<file path="src/rtl/pc_register.sv">
// Program counter for the IF stage: loads next-PC every rising edge and
// exposes PC+4, PC+8 (link address) and a fetch-address error flag.
module pc_register #(
  parameter logic [31:0] RESET_ADDR = 32'h0000_3000,
  parameter logic [31:0] IM_BASE    = 32'h0000_3000,
  parameter logic [31:0] IM_SIZE    = 32'h0000_1000
) (
  input  logic        clk,
  input  logic        clr,
  input  logic [31:0] in,
  output logic [31:0] PC_now,
  output logic [31:0] PC_plus4,
  output logic [31:0] PC_plus8,
  output logic        addr_err
);

  logic [31:0] pc_r;
  logic [31:0] plus4_s;
  logic [31:0] plus8_s;
  logic        err_s;

  // The end address is formed in 33 bits so base+size can never wrap.
  function automatic logic fetch_addr_bad(input logic [31:0] addr);
    logic [32:0] im_end;
    logic        misaligned;
    logic        below;
    logic        above;
    im_end     = {1'b0, IM_BASE} + {1'b0, IM_SIZE};
    misaligned = (addr[1:0] != 2'b00);
    below      = (addr < IM_BASE);
    above      = ({1'b0, addr} >= im_end);
    return misaligned | below | above;
  endfunction

  // PC state: async clear to the reset vector, otherwise load in verbatim.
  always_ff @(posedge clk or negedge clr) begin
    if (!clr) begin
      pc_r <= RESET_ADDR;
    end else begin
      pc_r <= in;
    end
  end

  // Sequential-address helpers and fetch check, all derived from pc_r only.
  always_comb begin
    plus4_s = 32'h0000_0000;
    plus8_s = 32'h0000_0000;
    err_s   = 1'b0;
    plus4_s = pc_r + 32'd4;
    plus8_s = pc_r + 32'd8;
    err_s   = fetch_addr_bad(pc_r);
  end

  assign PC_now   = pc_r;
  assign PC_plus4 = plus4_s;
  assign PC_plus8 = plus8_s;
  assign addr_err = err_s;

endmodule

</file>
<file path="config.mk">
export PLATFORM = sky130hd
export DESIGN_NAME = pc_register
export DESIGN_NICKNAME = d
export VERILOG_FILES = /design/src/rtl/pc_register.sv
export SDC_FILE = /design/constraint.sdc
export NUM_CORES = 1
export LEC_CHECK = 0
export ABC_AREA = 1
export BUFFER_PORTS_ARGS = -buffer_cell sky130_fd_sc_hd__buf_4
export CELL_PAD_IN_SITES_DETAIL_PLACEMENT = 0
export CELL_PAD_IN_SITES_GLOBAL_PLACEMENT = 1
export CORE_UTILIZATION = 32
export CTS_BUF_LIST = sky130_fd_sc_hd__clkbuf_16
export DETAILED_ROUTE_END_ITERATION = 10
export PLACE_DENSITY_LB_ADDON = 0.1
export SETUP_SLACK_MARGIN = 0.3
export SYNTH_ARGS = -nofsm -noshare
export SYNTH_HDL_FRONTEND = slang
export SYNTH_SLANG_ARGS = --single-unit
</file>
<file path="constraint.sdc">
create_clock -name clk -period 2.7 [get_ports clk]
set_input_delay 0.135 -clock clk [delete_from_list [all_inputs] [get_ports clk]]
set_output_delay 0.135 -clock clk [all_outputs]
set_load 0.01 [all_outputs]
</file>
# Yosys cells after proc, flatten, opt, wreduce, memory -nomap -nowiden
# Cells that the tools add are included.
# totals
ff_bits	32
inputBits	34
out_inout_bits	97
word_cells	8
# op_classes
n_addsub	2
order_cmp	2
bitwise	2
reduce_logical	1
# op_table
op	count
32-bit by 3-bit adder with 32-bit output (second input constant)	1
32-bit by 4-bit adder with 32-bit output (second input constant)	1
32-bit by 15-bit >= comparator with 1-bit output (second input constant)	1
32-bit by 14-bit < comparator with 1-bit output (second input constant)	1
1-bit OR	2
2-bit nonzero test	1

# Logic depth before layout (Yosys ltp)
# depth
ltp_word	3
ltp_mapped	8
ltp_nobuf	8

# Worst setup path after synthesis
# No wires, ideal clock.
# synth_path
kind	reg-to-output
startpoint	register pc_r[4] (netlist: PC_now[4])
endpoint	output PC_plus4[17]
arrival_time_ns	1.486
t_required_ns	2.565
setup_slack_ns	1.079
stages_incl_launch_ff	7
n_path_buf	0
path_cell_list	dfrtp_1 ha_1 nand2_2 nor2_4 nand2_2 nor2_2 xor2_1
# synth_via
elab_chain_cells	1
# synth_rtl
element	line_no	text
from (decl)	17	logic [31:0] pc_r;
from (signal assigned)	40	pc_r <= in;
32-bit by 3-bit adder with 32-bit output	49	plus4_s = pc_r + 32'd4;
to (decl)	12	output logic [31:0] PC_plus4,
# Every way passes these cells.

# Worst setup path after layout
# layout_path
startpoint	register pc_r[4] (netlist: PC_now[4])
endpoint	output PC_plus8[17]
# layout_via
elab_chain_cells	1
# layout_rtl
element	line_no	text
32-bit by 4-bit adder with 32-bit output	50	plus8_s = pc_r + 32'd8;
to (decl)	13	output logic [31:0] PC_plus8,
# Every way passes these cells.

==> results.ini <==
[layout]
final_cells = 594
final_common_cell = buf_4
fillCellCount = 727
final_cell_mix = buf_4 (130), nand2_1 (115), nor2_1 (43)
largest_reg_flops = 32
design_area_mm2 = 0.00387
final_net_count = 534
area_growth_pct = 66.6
drive_gt1_frac = 0.351
antenna_cells = 0

[synth]
ys_ff_latch = 32
synth_area_leaders = dfrtp_1 (32%), nand2_1 (19%), xor2_1 (8.7%), nand3_1 (7.1%), nor2_1 (7.0%)
yosys.area.top_type = dfrtp_1
ys_seq_area_frac = 0.346
ys_warn_count = 0
syn-cell-area_mm2 = 0.00232
synth_nets = 370
synth.distinct_cells = 17
post_synth.cell_area_avg_um2 = 6.97
yosys.area.top_type_share = 0.323
synthCells = 333

[route]
wl_met3_um = 346
viasPerCell = 4.42
drc = 0
wl_met1_mm = 3.55
dr_wl_met2_mm = 3.99
first_iter_violations = 88
dr.pass1.iters = 4
drt-total-wl_mm = 8.03
drtAntennaViolNets = 0
highest_layer = met4
vias = 2627
detail_route.wl_per_cell_um = 13.5

[job]
maxCapViolCount = 0

[sta]
setup_tns_ns = 0
slew_viol_final = 0
period_share = 0.788
worstMarginPinSlew_ns = 0.429
setup_viol_count_final = 0
rsz0062_at_grt = false
slew_headroom = 0.714
finalCriticalPeriod_ns = 2.13
final_hold_viol_count = 0
timing.fmax_ghz = 0.470

[power_and_ir_drop]
comb_power_share = 0.227
p_int_uw = 1130
leakagePower_uw = 0.00191
switching_share = 0.276
vdd_drop_max_mv = 0.217
p_clk_frac = 0.416
pwr_density_cell_mw_per_mm2 = 402
seqPwrFrac = 0.357
switchingPower_uw = 428

[clock_tree]
cts_tree = done
clockRootBuffer = clkbuf_16
cts_buffers = 5
cts_sinks = 32
post-cts-setup-buffers = 0
clock_path_buffers = 2
htreeDepth = 2
cts-resized-gates = 0
clkSlewWorstSetupHoldPaths_ns = 0.06

[critical_path]
slowest_stage = dfrtp_1
cp_common_cell = nand3_1
cpPeakStageDelay_ns = 0.43
startpoint = PC_now[4]
worstPathCellList = ha_1 > nand3_1 > nor2_1 > nand3_1 > xnor2_1 > buf_4
path_delay_family = simple AND/OR/NAND/NOR gates
arrival_ns = 1.99
worstPathRequired_ns = 2.57
worstPathMaxFanout = 6
path_buf_inv = 1
critPathCaptureType = output pin
critPathKind = reg -> out
cp-start-kind = register

[place]
hpwl_mm = 6.40
portBuffers = 130
placedCellCount = 553
place.gp.congestion = 0.889
placed_cell_area_mm2 = 0.00337

[min_path]
hold_path.class = in -> async

[global_route]
gr-total-overflow = 0
grt_pass1_vias = 2544
grtUsageTotal = 0.219
antenna_found_initial = 0
grt_max_degree = 33
grt_first_pass_wirelength_mm = 12.3

[floorplan]
rows = 30
dieArea_mm2 = 0.00760
initial_core_util = 0.336
die_w_um = 87.2
io-pin-count = 131
core_region_area_mm2 = 0.00691
dieHeight_um = 87.2

[status]
status = completed

## per-stage QoR
stage	hold slack [ns]	utilization	power [uW]	setup WS, ns
CTS	0.349	0.560	1570	0.555
global placement	0.105	0.488	878	0.896
detailed placement	0.108	0.488	880	0.884
global route	0.395	0.560	1620	0.398
floorplan	-0.161	-	683	1.08
finish	0.343	0.560	1550	0.573
## power by group through the flow
| stage | Clock (uW) | Sequential [uW] | Combinational, uW |
|---|---|---|---|
| after global routing | 682 | 560 | 381 |
| after floorplan | 0 | 559 | 124 |
| after detailed placement | 0 | 563 | 317 |
| final | 647 | 554 | 352 |
| after global placement | 0 | 562 | 316 |
| after CTS | 662 | 555 | 356 |
## cell usage after synthesis
master and n:
buf_4 6, dfrtp_1 30, dfstp_2 2, ha_1 3, inv_1 30, inv_2 2, nand2_1 115, nand2_2 11
nand3_1 33, nand3b_1 1, nand4_1 3, nor2_1 43, nor2_2 13, nor2_4 10, nor3_1 1, xnor2_1 7
xor2_1 23
## layout make-up
class,instances,area (um2),area share
multi-input cells,263,1350,0.350
repair buffers,163,1310,0.338
flip-flops and latches,32,803,0.208
clock buffers,5,125,0.0324
inverters,32,120,0.0311
well taps,96,120,0.0311
clock inverters,3,38.8,0.0100
## cell families after synthesis
group | count (synthesis) | synth area share
simple gates | 230 | 0.453
buf+inv | 38 | 0.0712
flops | 32 | 0.346
xor+xnor | 30 | 0.113
fa+ha+maj | 3 | 0.0162
## metal layers
| layer | GRT usage | vias to the layer above |
|---|---|---|
| met4 | 0.0715 | 0 |
| met5 | 0 | - |
| met1 | 0.261 | 1193 |
| met3 | 0.0427 | 13 |
| met2 | 0.394 | 79 |
| li1 | - | 1342 |
## how the worst max path moves through the flow
stage                   endpoint  slack, ns  cells after the start
global placement    PC_plus8[17]       0.90                      6
finish              PC_plus8[17]       0.57                      6
global route        PC_plus4[17]       0.40                      7
floorplan           PC_plus4[17]       1.08                      6
CTS                 PC_plus4[17]       0.56                      7
detailed placement  PC_plus4[17]       0.88                      7
## repair_timing
item / 4_1_cts / 5_1_grt
endpoints found under the setup margin: 0 / 0
hold buffers: 33 / 0
hold endpoints to repair: 62 / 0
No activity file was read; power rests on OpenSTA's default activity.
